`src/rtl/wbuf_sm_if.sv`:
```
// wbuf_sm_if: load/head bus of the weight buffer.
//   i_valid/i_ready/i_data : weight-load handshake (driver -> buffer)
//   adv                    : retire current head weight
//   o_valid/o_data_sign/o_data_abs/o_sat : head entry in sign-magnitude form
//   o_count                : number of valid entries
// master = weight loader / PE side, slave = the buffer.
interface wbuf_sm_if #(
  parameter int WIDTH = 16,
  parameter int DEPTH = 4
);
  localparam int CW = $clog2(DEPTH) + 1;

  logic             i_valid;
  logic             i_ready;
  logic [WIDTH-1:0] i_data;
  logic             adv;
  logic             o_valid;
  logic             o_data_sign;
  logic [WIDTH-2:0] o_data_abs;
  logic             o_sat;
  logic [CW-1:0]    o_count;

  modport master (
    output i_valid, i_data, adv,
    input  i_ready, o_valid, o_data_sign, o_data_abs, o_sat, o_count
  );

  modport slave (
    input  i_valid, i_data, adv,
    output i_ready, o_valid, o_data_sign, o_data_abs, o_sat, o_count
  );
endinterface

```
`src/rtl/wbuf_sm.sv`:
```
// wbuf_sm: DEPTH-entry weight queue for the unary-temporal systolic PE.
// Weights are converted from two's complement to {sign, magnitude, sat} as
// they are loaded, so the head entry drives the PE straight from registers.
// Ports:
//   clk  : rising-edge clock
//   rst  : synchronous active-high reset (overrides clr)
//   clr  : synchronous flush; discards any same-cycle push/pop
//   bus  : wbuf_sm_if slave (load handshake, adv, head outputs, o_count)
module wbuf_sm #(
  parameter int WIDTH = 16,
  parameter int DEPTH = 4
) (
  input  logic        clk,
  input  logic        rst,
  input  logic        clr,
  wbuf_sm_if.slave    bus
);
  localparam int AW = $clog2(DEPTH);
  localparam int CW = AW + 1;

  // Entry layout: [WIDTH] sign, [WIDTH-1:1] magnitude, [0] saturated flag
  logic [WIDTH:0]   r_mem [DEPTH];
  logic [AW-1:0]    r_wr;
  logic [AW-1:0]    r_rd;
  logic [CW-1:0]    r_count;

  logic             w_push;
  logic             w_pop;
  logic             w_nonempty;
  logic             w_is_min;
  logic [WIDTH-1:0] w_neg;
  logic [WIDTH:0]   w_conv;
  logic [WIDTH:0]   w_head;

  assign w_nonempty  = (r_count != '0);
  assign bus.i_ready = (r_count != CW'(DEPTH));
  assign w_push      = bus.i_valid & bus.i_ready & ~clr;
  assign w_pop       = bus.adv & w_nonempty & ~clr;

  always_comb begin
    w_neg    = '0 - bus.i_data;
    w_is_min = (bus.i_data == {1'b1, {(WIDTH-1){1'b0}}});
    w_conv   = '0;
    if (!bus.i_data[WIDTH-1]) begin
      w_conv = {1'b0, bus.i_data[WIDTH-2:0], 1'b0};
    end else if (w_is_min) begin
      // -2^(WIDTH-1) has no positive counterpart; clamp and flag it
      w_conv = {1'b1, {(WIDTH-1){1'b1}}, 1'b1};
    end else begin
      w_conv = {1'b1, w_neg[WIDTH-2:0], 1'b0};
    end
  end

  // Storage has no reset: contents behind the pointers are never observed
  always_ff @(posedge clk) begin
    if (w_push) begin
      r_mem[r_wr] <= w_conv;
    end
  end

  always_ff @(posedge clk) begin
    if (rst || clr) begin
      r_wr    <= '0;
      r_rd    <= '0;
      r_count <= '0;
    end else begin
      if (w_push) begin
        r_wr <= r_wr + AW'(1);
      end
      if (w_pop) begin
        r_rd <= r_rd + AW'(1);
      end
      case ({w_push, w_pop})
        2'b10:   r_count <= r_count + CW'(1);
        2'b01:   r_count <= r_count - CW'(1);
        default: r_count <= r_count;
      endcase
    end
  end

  assign w_head          = r_mem[r_rd];
  assign bus.o_valid     = w_nonempty;
  assign bus.o_data_sign = w_nonempty & w_head[WIDTH];
  assign bus.o_data_abs  = w_nonempty ? w_head[WIDTH-1:1] : '0;
  assign bus.o_sat       = w_nonempty & w_head[0];
  assign bus.o_count     = r_count;
endmodule
```
`src/flat_wrapper.sv`:
```
// flat-port wrapper written by rule: the top's interface ports become plain ports
module wbuf_sm_flat 
#(
  parameter int WIDTH = 16,
  parameter int DEPTH = 4
)
  (clk, rst, clr, bus_i_valid, bus_i_data, bus_adv, bus_i_ready, bus_o_valid, bus_o_data_sign, bus_o_data_abs, bus_o_sat, bus_o_count);
  wbuf_sm_if #(.WIDTH(WIDTH), .DEPTH(DEPTH)) bus_i ();
  input  logic clk;
  input  logic rst;
  input  logic clr;
  input wire logic [$bits(bus_i.i_valid)-1:0] bus_i_valid;
  input wire logic [$bits(bus_i.i_data)-1:0] bus_i_data;
  input wire logic [$bits(bus_i.adv)-1:0] bus_adv;
  output wire logic [$bits(bus_i.i_ready)-1:0] bus_i_ready;
  output wire logic [$bits(bus_i.o_valid)-1:0] bus_o_valid;
  output wire logic [$bits(bus_i.o_data_sign)-1:0] bus_o_data_sign;
  output wire logic [$bits(bus_i.o_data_abs)-1:0] bus_o_data_abs;
  output wire logic [$bits(bus_i.o_sat)-1:0] bus_o_sat;
  output wire logic [$bits(bus_i.o_count)-1:0] bus_o_count;
  assign bus_i.i_valid = bus_i_valid;
  assign bus_i.i_data = bus_i_data;
  assign bus_i.adv = bus_adv;
  assign bus_i_ready = bus_i.i_ready;
  assign bus_o_valid = bus_i.o_valid;
  assign bus_o_data_sign = bus_i.o_data_sign;
  assign bus_o_data_abs = bus_i.o_data_abs;
  assign bus_o_sat = bus_i.o_sat;
  assign bus_o_count = bus_i.o_count;
  wbuf_sm #(.WIDTH(WIDTH), .DEPTH(DEPTH)) u_core (.clk(clk), .rst(rst), .clr(clr), .bus(bus_i));
endmodule
```
`config.mk`:
```
export PLATFORM = sky130hd
export DESIGN_NAME = wbuf_sm_flat
export DESIGN_NICKNAME = d
export VERILOG_FILES = /design/src/rtl/wbuf_sm_if.sv /design/src/rtl/wbuf_sm.sv /design/src/flat_wrapper.sv
export SDC_FILE = /design/constraint.sdc
export NUM_CORES = 1
export LEC_CHECK = 0
export BUFFER_PORTS_ARGS = -buffer_cell sky130_fd_sc_hd__buf_2
export CAP_MARGIN = 20
export CORE_ASPECT_RATIO = 1.1
export CORE_MARGIN = 2
export CORE_UTILIZATION = 60
export CTS_BUF_LIST = sky130_fd_sc_hd__clkbuf_16
export DETAILED_ROUTE_END_ITERATION = 16
export PLACE_DENSITY = 0.79
export SKIP_CTS_REPAIR_TIMING = 1
export SLEW_MARGIN = 20
export SYNTH_ARGS = -nofsm -noshare
export SYNTH_HDL_FRONTEND = slang
export SYNTH_SLANG_ARGS = --single-unit
```
`constraint.sdc`:
```
create_clock -name clk -period 5.99 [get_ports clk]
set_input_delay 0.2995 -clock clk [delete_from_list [all_inputs] [get_ports clk]]
set_output_delay 0.2995 -clock clk [all_outputs]
set_load 0.005 [all_outputs]
```
==> metrics.md <==
| Metric | Value |
|---|---|
| Status | `finished clean` |
| Root Buffer | `clkbuf_16` |
| Worst path slowest cell | `or3b_2` |
| Startpoint type of the worst setup path | `flip-flop` |
| Core box area | `5470 um^2` |
| Register area share after synthesis | `64.6%` |
| Setup_tns | `0 ns` |
| Fillers | `354` |
| Layout Cells excl Fill | `350` |
| WS Path Type | `reg2reg` |
| Met3 Use GR | `4.46%` |
| Final ANT Viol Nets | `0` |
| Yosys top cell area share | `59.3%` |
| Place WS | `3.45 ns` |
| Number of global-route vias before repair | `1921` |
| Pleak | `0.00144 uW` |
| Grt ovf | `0` |
| GP Congestion | `0.787` |
| Crit path max-delay family | `simple AND/OR/NAND/NOR gates` |
| Setup violations, final | `0` |
| Hold path depth | `3` |
| DRT iter0 DRCs | `161` |
| Num CTS Buffers | `9` |
| Chip height | `83.4 um` |
| Nets | `298` |
| Yosys warning count | `0` |
| Mux contribution to synthesized area | `11.1%` |
| Slew Viols, Final | `0` |
| Biggest area consumer among synthesized cells | `edfxtp_1` |
| Drt first pass iters | `4` |
| Fraction of the mapped netlist area in simple logic gates | `11.1%` |
| CP max stage delay | `0.51 ns` |
| Post-synthesis net count | `255` |
| Total track usage | `20.3%` |
| Syn_area_per_cell | `15.2 um^2` |
| First-pass GRT wire length | `9.76 mm` |
| Final hold vios | `0` |
| Clk Latency, worst-skew pair | `0.33 ns` |
| Compound-Gate Fraction of Synth Area | `3.31%` |
| Drt drc | `0` |
| Via count | `1956` |
| Clk sinks | `77` |
| Most common cell on crit path | `inv_1` |
| CTS clock-pin slew for the worst setup and hold paths | `0.06 ns` |
| Critical Path Fanout Max | `5` |
| ANT cells | `0` |
| TritonCTS clock tree | `yes` |
| Initial antenna violation count | `0` |
| CP cell instances | `or3b_2, nand2_1, nor2_1, inv_1, ha_1, inv_1, fa_1, xor2_1, or3_1, a21oi_1` |
| Final Skew | `0.00391 ns` |
| Synth Cell Area | `3440 um^2` |
| I/O pin count | `43` |
| WL/cell | `17.2 um` |
| R2R depth | `10` |
| Main combinational cell family by area after synthesis | `simple AND/OR/NAND/NOR gates` |
| Starting Density | `63.0%` |
| Yosys cell types | `34` |
| Synth-to-Final Area Change | `16.8%` |
| Slew @ Worst Pin | `0.961 ns` |
| Hold Path Class | `in2reg` |
| Max VDD drop | `0.242 mV` |
| CP arrival | `2.73 ns` |
| Seq cells post-synth | `77` |
| Worst setup margin | `3.52 ns` |
| Placed insts | `334` |
| Die W | `76.2 um` |
| Met2 GRT Util | `30.9%` |
| Maximum number of pins on one net before global-route repair | `23` |
| Drt total wl | `6.01 mm` |
| RSZ-0062 raised after global routing | `false` |
| Final HPWL DP | `3.82 mm` |
| Synth Area in Adders | `2.76%` |
| Die area | `6360 um^2` |
| Max Freq | `405 MHz` |
| Maxcap violations | `0` |
| CP required | `6.25 ns` |
| CP Buf/Inv Count | `2` |
| GR met1 Demand/Resource | `28.6%` |
| Gr busiest metal | `met2` |
| Num rows | `28` |
| Power Dens Cells | `309 nW/um^2` |
| Slew Limit Headroom | `36.0%` |
| Fin crit share | `41.2%` |
| DR vias/cell | `5.59` |
| CTS Buffer Depth | `2` |
| Fraction of layout cells with a size suffix above 1 | `30.2%` |
| Gate Count Post-Synth | `227` |
| Crit path depth | `10` |
| Buffers on Ports | `42` |
| Clock H-tree levels | `3` |
| Final worst path period need | `2.47 ns` |
| CP Capture Type | `flip-flop` |
| Post-synthesis xor/xnor area fraction | `4.07%` |
| Top cells by area, synth | `edfxtp_1, mux4_2, dfxtp_1, nor2b_1, xor2_1` |
==> sequential cells by signal, summed over array words and instances, names as in the netlist, named ones only <==
name / count
u_core.r_mem: 68
u_core.bus.o_count: 3
u_core.r_wr: 2
u_core.r_rd: 2
==> layout by cell type, fill, tap and decap left out, types with 5 or more instances in the layout <==
master	n
edfxtp_1	68
buf_2	42
mux4_2	17
nor2b_1	17
nand2_1	15
inv_1	12
xor2_1	12
nor2_1	11
dfxtp_1	9
clkbuf_16	9
ha_1	6
and2_1	5
a21oi_1	5
o21ai_0	5
==> layer usage <==
metal | vias up | wire, um | share of wire (%)
li1 | 926 | - | -
met5 | - | 0 | 0
met2 | 62 | 2850 | 47
met3 | 10 | 276 | 4.6
met4 | 0 | 103 | 1.7
met1 | 958 | 2780 | 46
==> where the power goes <==
part	internal [uW]	switching [uW]
clock	362	204
sequential	601	3.06
combinational	29.4	42.0
==> worst min-delay path, delay by kind of cell <==
family | cells | cell delay, ns
AO/OA/AOI/OAI | 1 | 0.06
buffers and inverters | 1 | 0.10
AND/OR/NAND/NOR | 1 | 0.06
==> cell type report <==
cell class                      instances  area (um^2)  area share, %
Clock buffer                            9          225           5.60
Clock inverter                          7         91.3           2.27
Inverter                               11         41.3           1.03
Multi-Input combinational cell        127         1120           27.9
Sequential cell                        77         2220           55.3
Tap cell                               75         93.8           2.33
Timing Repair Buffer                   44          225           5.60
==> worst paths after layout <==
path | from | endpoint | slack, ns
max | u_core.bus.o_count[2]$_SDFFE_PP0P_ | u_core.bus.o_count[2]$_SDFFE_PP0P_ | 3.52
min | bus_i_valid | u_core.r_wr[1]$_SDFFE_PP0P_ | 0.24
max reg2reg | u_core.bus.o_count[2]$_SDFFE_PP0P_ | u_core.bus.o_count[2]$_SDFFE_PP0P_ | 3.52
min reg2reg | u_core.r_wr[1]$_SDFFE_PP0P_ | u_core.r_wr[1]$_SDFFE_PP0P_ | 0.52
==> metrics by stage <==
| stage | util (%) | power [uW] | hold slack (ns) | cell area, um^2 |
|---|---|---|---|---|
| after global routing | 73.5 | 1280 | 0.264 | 4020 |
| after global placement | 67.7 | 683 | 0.501 | 3700 |
| after detailed placement | 67.7 | 686 | 0.506 | 3700 |
| after floorplan | - | 658 | 0.398 | 3440 |
| after CTS | 73.5 | 1250 | 0.242 | 4020 |
| final | 73.5 | 1240 | 0.244 | 4020 |
==> cells in the mapped netlist (all sizes together) <==
master	count
mux4	17
o21ai	5
nor2	11
nand2b	2
nor4bb	1
ha	6
nor3	1
o211ai	1
o31ai	4
fa	1
or3	5
nand2	15
xnor2	4
nand3	1
a21oi	5
o41ai	3
or2	4
inv	11
edfxtp	68
clkbuf	8
xor2	12
and2	5
dfxtp	9
and3	1
buf	4
or4	4
nor3b	1
nor2b	17
or3b	1
==> logic make-up after synthesis <==
group / after synthesis
compound gates: 18
xor+xnor: 16
fa+ha+maj: 7
buf+inv: 23
flops: 77
mux: 17
simple gates: 69
Note: power is estimated with default switching activity, not from simulation.
